--- src/rtl/accel_sha_pkg.sv ---
// rtl/accel_sha_pkg.sv - shared types and constants for the SHA-256 round sequencer
package accel_sha_pkg;

  localparam int SHA_ROUNDS = 64;
  localparam int SHA_IDX_W  = 7;

  typedef enum logic [2:0] {
    ST_IDLE     = 3'd0,
    ST_INIT     = 3'd1,
    ST_WAIT_BLK = 3'd2,
    ST_LOAD     = 3'd3,
    ST_ROUND    = 3'd4,
    ST_FINAL    = 3'd5,
    ST_DONE     = 3'd6
  } sha_ctrl_state_t;

endpackage

--- src/rtl/accel_round_cnt.sv ---
// rtl/accel_round_cnt.sv - stallable round index counter with terminal flag
module accel_round_cnt
  import accel_sha_pkg::*;
#(
  parameter int ROUNDS = SHA_ROUNDS
) (
  input  logic                 clk,
  input  logic                 rst_n,
  input  logic                 en,
  input  logic                 clr,
  output logic [SHA_IDX_W-1:0] i,
  output logic                 last
);

  logic [SHA_IDX_W-1:0] r_i;

  assign i    = r_i;
  assign last = (r_i == SHA_IDX_W'(ROUNDS - 1));

  // Advance on each consumed word; wrap to 0 after the final round so the index never exceeds ROUNDS-1.
  always_ff @(posedge clk) begin
    if (!rst_n || clr) begin
      r_i <= '0;
    end else if (en) begin
      r_i <= last ? '0 : r_i + 1'b1;
    end
  end

endmodule

--- src/rtl/accel_sha_round_ctrl.sv ---
// rtl/accel_sha_round_ctrl.sv - job sequencer for the SHA-256 compressor/scheduler pair
module accel_sha_round_ctrl
  import accel_sha_pkg::*;
#(
  parameter int ROUNDS = SHA_ROUNDS,
  parameter int BLK_W  = 4
) (
  input  logic                 clk,
  input  logic                 rst_n,
  input  logic                 start,
  input  logic [BLK_W-1:0]     num_blocks,
  input  logic                 abort,
  output logic                 blk_req,
  input  logic                 blk_valid,
  input  logic                 w_valid,
  output logic                 w_rd,
  output logic                 update_A_H,
  output logic                 update_H0_7,
  output logic                 rst_hash_n,
  output logic                 is_hashing,
  output logic [SHA_IDX_W-1:0] i,
  output logic [BLK_W-1:0]     blk_idx,
  output logic                 busy,
  output logic                 done
);

  sha_ctrl_state_t      r_state;
  sha_ctrl_state_t      w_next_state;
  logic [BLK_W-1:0]     r_num_blocks;
  logic [BLK_W-1:0]     r_blk_idx;
  logic                 w_accept;
  logic                 w_blk_adv;
  logic                 w_cnt_en;
  logic                 w_cnt_clr;
  logic                 w_last;
  logic [SHA_IDX_W-1:0] w_i;

  assign i       = w_i;
  assign blk_idx = r_blk_idx;

  accel_round_cnt #(
    .ROUNDS (ROUNDS)
  ) u_round_cnt (
    .clk   (clk),
    .rst_n (rst_n),
    .en    (w_cnt_en),
    .clr   (w_cnt_clr),
    .i     (w_i),
    .last  (w_last)
  );

  // State register; reset mid-job simply drops back to IDLE since the next job re-inits the compressor.
  always_ff @(posedge clk) begin
    if (!rst_n) begin
      r_state <= ST_IDLE;
    end else begin
      r_state <= w_next_state;
    end
  end

  // Job length latch and block index; index returns to 0 whenever the FSM heads back to IDLE.
  always_ff @(posedge clk) begin
    if (!rst_n) begin
      r_num_blocks <= '0;
      r_blk_idx    <= '0;
    end else if (w_accept) begin
      r_num_blocks <= num_blocks;
      r_blk_idx    <= '0;
    end else if (w_next_state == ST_IDLE) begin
      r_blk_idx    <= '0;
    end else if (w_blk_adv) begin
      r_blk_idx    <= r_blk_idx + 1'b1;
    end
  end

  // Next-state and strobe decode; only the ROUND strobes follow w_valid so stalls emit nothing.
  always_comb begin
    w_next_state = r_state;
    busy         = 1'b1;
    done         = 1'b0;
    blk_req      = 1'b0;
    w_rd         = 1'b0;
    update_A_H   = 1'b0;
    update_H0_7  = 1'b0;
    rst_hash_n   = 1'b1;
    is_hashing   = 1'b0;
    w_cnt_en     = 1'b0;
    w_cnt_clr    = 1'b0;
    w_accept     = 1'b0;
    w_blk_adv    = 1'b0;

    case (r_state)
      ST_IDLE: begin
        busy = 1'b0;
        if (start && (num_blocks != '0)) begin
          w_accept     = 1'b1;
          w_next_state = ST_INIT;
        end
      end
      ST_INIT: begin
        rst_hash_n   = 1'b0;
        w_next_state = ST_WAIT_BLK;
      end
      ST_WAIT_BLK: begin
        blk_req = 1'b1;
        if (blk_valid) begin
          w_next_state = ST_LOAD;
        end
      end
      ST_LOAD: begin
        update_A_H   = 1'b1;
        w_cnt_clr    = 1'b1;
        w_next_state = ST_ROUND;
      end
      ST_ROUND: begin
        is_hashing = 1'b1;
        update_A_H = w_valid;
        w_rd       = w_valid;
        w_cnt_en   = w_valid;
        if (w_valid && w_last) begin
          w_next_state = ST_FINAL;
        end
      end
      ST_FINAL: begin
        update_H0_7 = 1'b1;
        if (r_blk_idx == (r_num_blocks - 1'b1)) begin
          w_next_state = ST_DONE;
        end else begin
          w_blk_adv    = 1'b1;
          w_next_state = ST_WAIT_BLK;
        end
      end
      ST_DONE: begin
        done         = 1'b1;
        w_next_state = ST_IDLE;
      end
      default: begin
        w_next_state = ST_IDLE;
      end
    endcase

    // Cancel outranks every other transition, including completion.
    if (abort && (r_state != ST_IDLE)) begin
      w_next_state = ST_IDLE;
      w_cnt_clr    = 1'b1;
      w_cnt_en     = 1'b0;
      w_blk_adv    = 1'b0;
    end
  end

endmodule

--- config.mk ---
export PLATFORM = sky130hd
export DESIGN_NAME = accel_sha_round_ctrl
export DESIGN_NICKNAME = d
export VERILOG_FILES = /design/src/rtl/accel_sha_pkg.sv /design/src/rtl/accel_round_cnt.sv /design/src/rtl/accel_sha_round_ctrl.sv
export SDC_FILE = /design/constraint.sdc
export NUM_CORES = 1
export LEC_CHECK = 0
export ABC_AREA = 1
export BUFFER_PORTS_ARGS = -buffer_cell sky130_fd_sc_hd__buf_2
export CORE_MARGIN = 2
export CORE_UTILIZATION = 46
export DETAILED_ROUTE_END_ITERATION = 16
export GPL_TIMING_DRIVEN = 1
export PLACE_DENSITY = 0.8
export REMOVE_ABC_BUFFERS = 1
export SLEW_MARGIN = 25
export SYNTH_ARGS = -nofsm -noshare
export SYNTH_HDL_FRONTEND = slang
export SYNTH_SLANG_ARGS = --single-unit
--- constraint.sdc ---
create_clock -name clk -period 1.41 [get_ports clk]
set_input_delay 0.2115 -clock clk [delete_from_list [all_inputs] [get_ports clk]]
set_output_delay 0.2115 -clock clk [all_outputs]
set_load 0.02 [all_outputs]
==> flow_metrics.env, run 1 <==
export IMPL_area_growth_syn_to_layout_pct=36.0
export IMPL_vias=1097
export IMPL_hp_class="primary input to register"
export IMPL_placement_io_buffers=28
export IMPL_drt_wl_total_mm=2.54
export IMPL_internal_power_w=0.000764
export IMPL_switching_share=0.295
export IMPL_switching_power_w=0.000319
export IMPL_syn_area_um2=1080
export IMPL_ys_types=25
export IMPL_worstSetupStartpointType="register"
export IMPL_violations="negative setup slack"
export IMPL_max_freq_mhz=669
export IMPL_synth_yosys_seq_area_share=0.333
export IMPL_p_seq_frac=0.494
export IMPL_report_final_hold_viol_count=0
export IMPL_final_min_clock_period_ns=1.49
export IMPL_dp_hpwl_mm=1.81
export IMPL_cp_arrival_ns=1.73
export IMPL_worstMarginPinSlew_ns=0.277
export IMPL_slowest_stage="dfxtp_2"
export IMPL_die_y_um=52.5
export IMPL_cpPeakStageDelay_ns=0.35
export IMPL_h_tree_depth=1
export IMPL_use_met2=0.335
export IMPL_final_setup_worst_slack_ns=-0.0841
export IMPL_combPwrFrac=0.200
export IMPL_cts_hold_buf=0
export IMPL_cts_inserted_buffers=3
export IMPL_period_share=1.06
export IMPL_p_total_w=0.00108
export IMPL_fin_worst_skew_ns=0.00628
export IMPL_grt_use_met3=0.0286
export IMPL_finalSetupViolCount=6
export IMPL_die_area_um2=2750
export IMPL_synth_edf_count=0
export IMPL_diodes=0
export IMPL_status="complete, but fails checks"
export IMPL_clk_path_buf_depth=2
export IMPL_powerDensity_nw_per_um2=737
export IMPL_coreArea_um2=2210
export IMPL_clk_pin_slew_ns=0.11
export IMPL_cp_common_cell="nand2_1"
export IMPL_rsz0062_at_grt="true"
export IMPL_drcViolationCount=0
export IMPL_rows=17
export IMPL_antenna_found_initial=0
export IMPL_critical_path_class="register to register"
export IMPL_synthesis_instances=156
export IMPL_grt_pass1_wl_mm=3.92
export IMPL_pin_count=29
export IMPL_ir_drop_uv=504
export IMPL_cts_root_buf="clkbuf_4"
export IMPL_grt_busiest_layer="met2"
export IMPL_yosys_register_bits=18
export IMPL_grt_usage=0.189
export IMPL_start_util=0.489
export IMPL_grt_use_met1=0.223
export IMPL_drv_cap=0
export IMPL_die_width_um=52.5
export IMPL_via_per_inst=4.85
export IMPL_ant_nets=0
export IMPL_worstPathCellList="inv_2 > ha_4 > xor2_1 > nand2_1 > nor2_2 > nand3_1 > nand2_1 > nand2_1 > nand2_1 > nand2_2 > nor2_1"
export IMPL_required_ns=1.65
export IMPL_cts_sinks=18
export IMPL_cts_tree="built"
export IMPL_cp_end_kind="register"
export IMPL_grt_start_max_net_pins=11
export IMPL_synth_area_per_cell_um2=6.93
export IMPL_fillers=181
export IMPL_yosys_warnings=0
export IMPL_fin_hold_ws_ns=0.184
export IMPL_routabilityCongestion=0.837
export IMPL_wire_per_inst_um=11.2
export IMPL_async_flop_share=0
export IMPL_grt_pass1_vias=970
export IMPL_first_pass_iters=4
export IMPL_pwr_share_clk=0.306
export IMPL_power_leakage_nw=0.714
export IMPL_drv_slew=0
export IMPL_synth_flop_cell="dfxtp_1"
export IMPL_clock_latency_ns=0.30
export IMPL_setup_tns_ns=-0.324
export IMPL_drt_iter0_markers=11
export IMPL_relSlewSlack=0.815
export IMPL_crit_path_max_fanout=4
export IMPL_nNetsFinal=212
export IMPL_drive_gt1_frac=0.389
export IMPL_overflow=0
[area by class of cell]
cell class	instances	area [um2]	share of cell area
Inverter	26	105	0.0715
Tap cell	28	35.0	0.0238
Clock buffer	4	36.3	0.0247
Multi-Input combinational cell	112	682	0.464
Sequential cell	18	372	0.253
Timing Repair Buffer	38	240	0.163
[flip-flops by register name, indices dropped and copies added, names as in the netlist]
register / cells
blk_idx: 4
u_round_cnt.i: 7
r_num_blocks: 4
r_state: 3
[synthesized netlist by cell type (3+ instances only)]
library cell | count | area, um2
ha_1 | 3 | 37.5
o21ai_0 | 6 | 30.0
dfxtp_1 | 18 | 360
nand2_2 | 4 | 25.0
nand2_1 | 36 | 135
inv_1 | 25 | 93.8
nor2_4 | 3 | 33.8
nor2_1 | 18 | 67.6
a21oi_1 | 6 | 30.0
nor3_1 | 3 | 15.0
xor2_1 | 4 | 35.0
nand3_1 | 13 | 65.1
[final timing paths]
| check | startpoint | endpoint | slack (ns) | cells after the start |
|---|---|---|---|---|
| max | r_num_blocks[0]$_SDFFE_PN0P_ | blk_idx[3]$_SDFFE_PP0P_ | -0.08 | 11 |
| min | rst_n | r_num_blocks[1]$_SDFFE_PN0P_ | 0.18 | 3 |
| max reg2reg | r_num_blocks[0]$_SDFFE_PN0P_ | blk_idx[3]$_SDFFE_PP0P_ | -0.08 | 11 |
| min reg2reg | u_round_cnt.i[6]$_SDFFE_PP0P_ | u_round_cnt.i[6]$_SDFFE_PP0P_ | 0.49 | 2 |
[logic make-up after synthesis]
group | after synthesis | share of synthesized area
multiplexers | 1 | 0.00926
AND/OR/NAND/NOR | 88 | 0.415
AO/OA/AOI/OAI | 14 | 0.0683
flip-flops | 18 | 0.333
XOR/XNOR | 6 | 0.0486
adder cells (fa/ha/maj) | 3 | 0.0347
buffers and inverters | 26 | 0.0903
[stage by stage]
stage          setup WS, ns  cell area [um2]  utilization  instances
2_1_floorplan       -0.0584             1080            -        156
3_3_place_gp        -0.0676             1310        0.592        219
3_5_place_dp         -0.163             1310        0.592        219
4_1_cts             -0.0837             1390        0.628        224
5_1_grt              -0.211             1470        0.665        226
6_report            -0.0841             1470        0.665        226
[placed cells by master, fill, tap and decap left out]
cell type	instances
dfxtp_4	2
o21ai_2	1
nor3_4	3
dfxtp_2	3
o21ai_0	5
a21oi_1	6
ha_1	2
xor2_1	4
mux2i_1	1
ha_4	1
buf_4	10
nor3_2	2
nor3_1	1
nor2_1	16
nor2_2	3
inv_4	3
inv_2	3
inv_1	20
nand3b_1	1
xnor2_1	2
dfxtp_1	13
buf_2	24
a41oi_1	1
nand4_2	1
nand2_4	3
o21ai_1	1
clkbuf_8	1
clkbuf_4	3
nand2_1	34
nand3_2	1
buf_6	4
nand3_1	13
nand2_2	5
nor2_4	4
and3_1	1
[layer usage]
metal | part of all wire | wire length [um]
met2 | 0.50 | 1270
met4 | 0.016 | 41
met5 | 0 | 0
met1 | 0.44 | 1130
met3 | 0.042 | 107
[power by group through the flow]
stage | Combinational, W | Clock [W] | Sequential (W)
floorplan | 0.000126 | 0 | 0.000544
global placement | 0.000172 | 0 | 0.000545
detailed placement | 0.000177 | 0 | 0.000546
CTS | 0.000192 | 0.000334 | 0.000537
global route | 0.000244 | 0.000345 | 0.000538
finish | 0.000216 | 0.000331 | 0.000535
[worst max-delay path, delay by kind of cell, from the launching register on]
family        cells  cell delay, ns
xor+xnor          1            0.13
fa+ha+maj         1            0.26
buf+inv           1            0.05
simple gates      8            0.65
flops             1            0.35
[repair_timing]
action,in CTS,in global routing
pin swaps,8,4
setup buffers,1,2
resized for setup,15,21
setup endpoints to repair,10,9
Power figures use the tool's default switching activity.
==> inputs of run 2 (changes only) <==
- ABC_AREA: 1 -> default
- CORE_MARGIN: 2 -> 4
==> run 2 against run 1 <==
Effect of this change: the flow still finishes with violations (negative setup slack); routed wire length increased by 30%; cell area rose by 17%; die area increased by 13%; count of clock-buffer cells in the layout did not move; worst setup slack worse by 0.36 ns; largest cell class unchanged; hold slack worse by 0.015 ns.
==> flow_metrics.env, run 2 <==
export IMPL_wire_per_inst_um=15.5
export IMPL_synth_edf_count=0
export IMPL_crit_path_max_fanout=5
export IMPL_cpPeakStageDelay_ns=0.54
export IMPL_grt_pass1_vias=1169
export IMPL_vias=1148
export IMPL_cts_tree="built"
export IMPL_finalSetupViolCount=21
export IMPL_fin_worst_skew_ns=0.00250
export IMPL_pre_cts_slack_ns=-0.614
export IMPL_h_tree_depth=1
export IMPL_drv_cap=0
export IMPL_yosys_warnings=0
export IMPL_highest_layer="met4"
export IMPL_synth_yosys_seq_area_share=0.344
export IMPL_first_pass_iters=4
export IMPL_worstMarginPinSlew_ns=0.302
export IMPL_drcViolationCount=0
export IMPL_overflow=0
export IMPL_r2r_slack_ns=-0.45
export IMPL_yosys_register_bits=18
export IMPL_clock_latency_ns=0.30
export IMPL_die_y_um=55.7
export IMPL_report_final_hold_viol_count=0
export IMPL_die_area_um2=3100
export IMPL_layout_common_cells="buf_4, buf_2, nor2_1"
export IMPL_syn_area_um2=1050
export IMPL_fillers=143
export IMPL_synth_xor_area_frac=0.114
export IMPL_slowest_stage="or4_4"
export IMPL_status="complete, but fails checks"
export IMPL_worstSetupStartpointType="register"
export IMPL_worstPathCellList="buf_4 > nor3_4 > and3_4 > or4_4 > o31ai_4 > o21ba_1"
export IMPL_largest_reg_flops=7
export IMPL_synthTopCellsByCount="dfxtp_1, nor2_1, nand2_1"
export IMPL_via_per_inst=5.39
export IMPL_cp_endpoint="blk_idx[3]$_SDFFE_PP0P_"
export IMPL_yosysMostFrequentCell="dfxtp_1"
export IMPL_drive_gt1_frac=0.578
export IMPL_wl_met2_mm=1.82
export IMPL_start_util=0.477
export IMPL_synthesis_instances=120
export IMPL_p_total_w=0.00112
export IMPL_required_ns=1.62
export IMPL_die_width_um=55.7
export IMPL_cts_root_buf="clkbuf_4"
export IMPL_drt_iter0_markers=18
export IMPL_synth_top_family_by_area="simple AND/OR/NAND/NOR gates"
export IMPL_synth_simple_gate_area_frac=0.280
export IMPL_rsz0062_at_grt="true"
export IMPL_placed_cell_area_um2=1410
export IMPL_ys_types=39
export IMPL_cp_end_kind="register"
export IMPL_violations="negative setup slack"
export IMPL_cts_sinks=18
export IMPL_synthAdderAreaFrac=0.0359
export IMPL_clk_pin_slew_ns=0.11
export IMPL_diodes=0
export IMPL_synth_compound_area_frac=0.120
export IMPL_mostFrequentLayoutCell="buf_4"
export IMPL_rr_startpoint="r_state[0]$_SDFF_PN0_"
export IMPL_powerDensity_nw_per_um2=652
export IMPL_drt_wl_total_mm=3.31
export IMPL_async_flop_share=0
export IMPL_hp_class="primary input to register"
export IMPL_period_share=1.32
export IMPL_cp_arrival_ns=2.07
export IMPL_setup_worst_path_start="r_state[0]$_SDFF_PN0_"
export IMPL_fin_area_um2=1720
export IMPL_grt_start_max_net_pins=11
export IMPL_r2r_end="blk_idx[3]$_SDFFE_PP0P_"
export IMPL_nNetsFinal=199
export IMPL_clk_path_buf_depth=2
export IMPL_final_setup_worst_slack_ns=-0.449
export IMPL_synthMuxAreaShare=0.0287
export IMPL_synth_flop_cell="dfxtp_1"
export IMPL_synth_area_per_cell_um2=8.72
export IMPL_grt_pass1_wl_mm=5.02
export IMPL_synth_area_leader_cell="dfxtp_1"
export IMPL_pin_count=29
export IMPL_antenna_found_initial=0
export IMPL_area_growth_syn_to_layout_pct=64.8
export IMPL_ant_nets=0
export IMPL_ir_drop_uv=596
export IMPL_ys_top_cells_by_area="dfxtp_1, nor2_1, xor2_1"
export IMPL_netlist_area_leader_share=0.344
export IMPL_dp_cells=203
export IMPL_final_util=0.787
export IMPL_final_min_clock_period_ns=1.86
export IMPL_layout_cells_non_filler=213
export IMPL_rr_worst_depth=6
export IMPL_max_freq_mhz=538
export IMPL_rows=17
export IMPL_power_leakage_nw=0.823
export IMPL_route_met3_wl_um=119
export IMPL_routabilityCongestion=0.801
export IMPL_relSlewSlack=0.797
export IMPL_placement_io_buffers=28
export IMPL_drv_slew=0
export IMPL_drt_met1_wl_mm=1.27
export IMPL_grt_usage=0.202
export IMPL_cts_inserted_buffers=3
export IMPL_coreArea_um2=2190
export IMPL_critical_path_class="register to register"
export IMPL_dp_hpwl_mm=2.11
## run 2: cell count changes in the layout (fill, tap and decap cells not counted), sizes merged, moves of 4 or more
cell   before  now
nand2      42    9
buf        38   67
inv        26    6
nand3      14    5
nor2       23   17
a21oi       6    2
o21ai       7    3
## run 2: area by class of cell
class                           instances  area, um2  area share
Clock buffer                            4       36.3      0.0210
Multi-Input combinational cell         90        761       0.441
Inverter                                6       22.5      0.0131
Tap cell                               28       35.0      0.0203
Timing Repair Buffer                   67        503       0.292
Sequential cell                        18        367       0.213
## run 2: through the flow
stage	setup TNS, ns	hold WS (ns)
floorplan	-1.91	0.333
global placement	-2.52	0.457
detailed placement	-3.01	0.477
CTS	-2.98	0.168
global route	-5.05	0.163
finish	-3.51	0.168
## run 2: kinds of logic after synthesis
group | after synthesis
flip-flops | 18
adder cells (fa/ha/maj) | 3
XOR/XNOR | 12
AO/OA/AOI/OAI | 17
multiplexers | 3
buffers and inverters | 12
AND/OR/NAND/NOR | 55
## run 2: what timing repair did
item                       CTS  global route
setup buffers                4             5
pin swaps                    6             8
setup endpoints to repair   20            24
gates cloned                 0             0
gates resized for setup     30            28
hold buffers                 0             0
## run 2: power breakdown
part / internal (W) / leakage [nW] / total [W] / switching [W]
combinational: 0.000133 / 0.654 / 0.000264 / 0.000131
clock: 0.000158 / 0.0210 / 0.000325 / 0.000167
sequential: 0.000522 / 0.148 / 0.000534 / 0.0000127
total: 0.000813 / 0.823 / 0.00112 / 0.000311
## run 2: worst max-delay path: cells and delay by family, from the launching register on
kind,cells,cell delay [ns]
and+or+nand+nor,3,0.75
DFF,1,0.40
buffers and inverters,1,0.17
AOI/OAI and AO/OA,2,0.44
## run 2: how the worst min path moves through the flow
stage,startpoint,endpoint,slack (ns),cells after the start
6_report,num_blocks[1],r_num_blocks[1]$_SDFFE_PN0P_,0.17,3
5_1_grt,num_blocks[2],r_num_blocks[2]$_SDFFE_PN0P_,0.16,3
4_1_cts,num_blocks[2],r_num_blocks[2]$_SDFFE_PN0P_,0.17,3
3_5_place_dp,num_blocks[1],r_num_blocks[1]$_SDFFE_PN0P_,0.48,3
3_3_place_gp,num_blocks[1],r_num_blocks[1]$_SDFFE_PN0P_,0.46,3
2_1_floorplan,rst_n,r_state[1]$_SDFF_PN0_,0.33,1
## run 2: metal layers
| layer | GRT usage | vias to the layer above |
|---|---|---|
| li1 | - | 544 |
| met1 | 0.209 | 558 |
| met2 | 0.383 | 38 |
| met3 | 0.0348 | 8 |
| met4 | 0.104 | 0 |
| met5 | 0 | - |
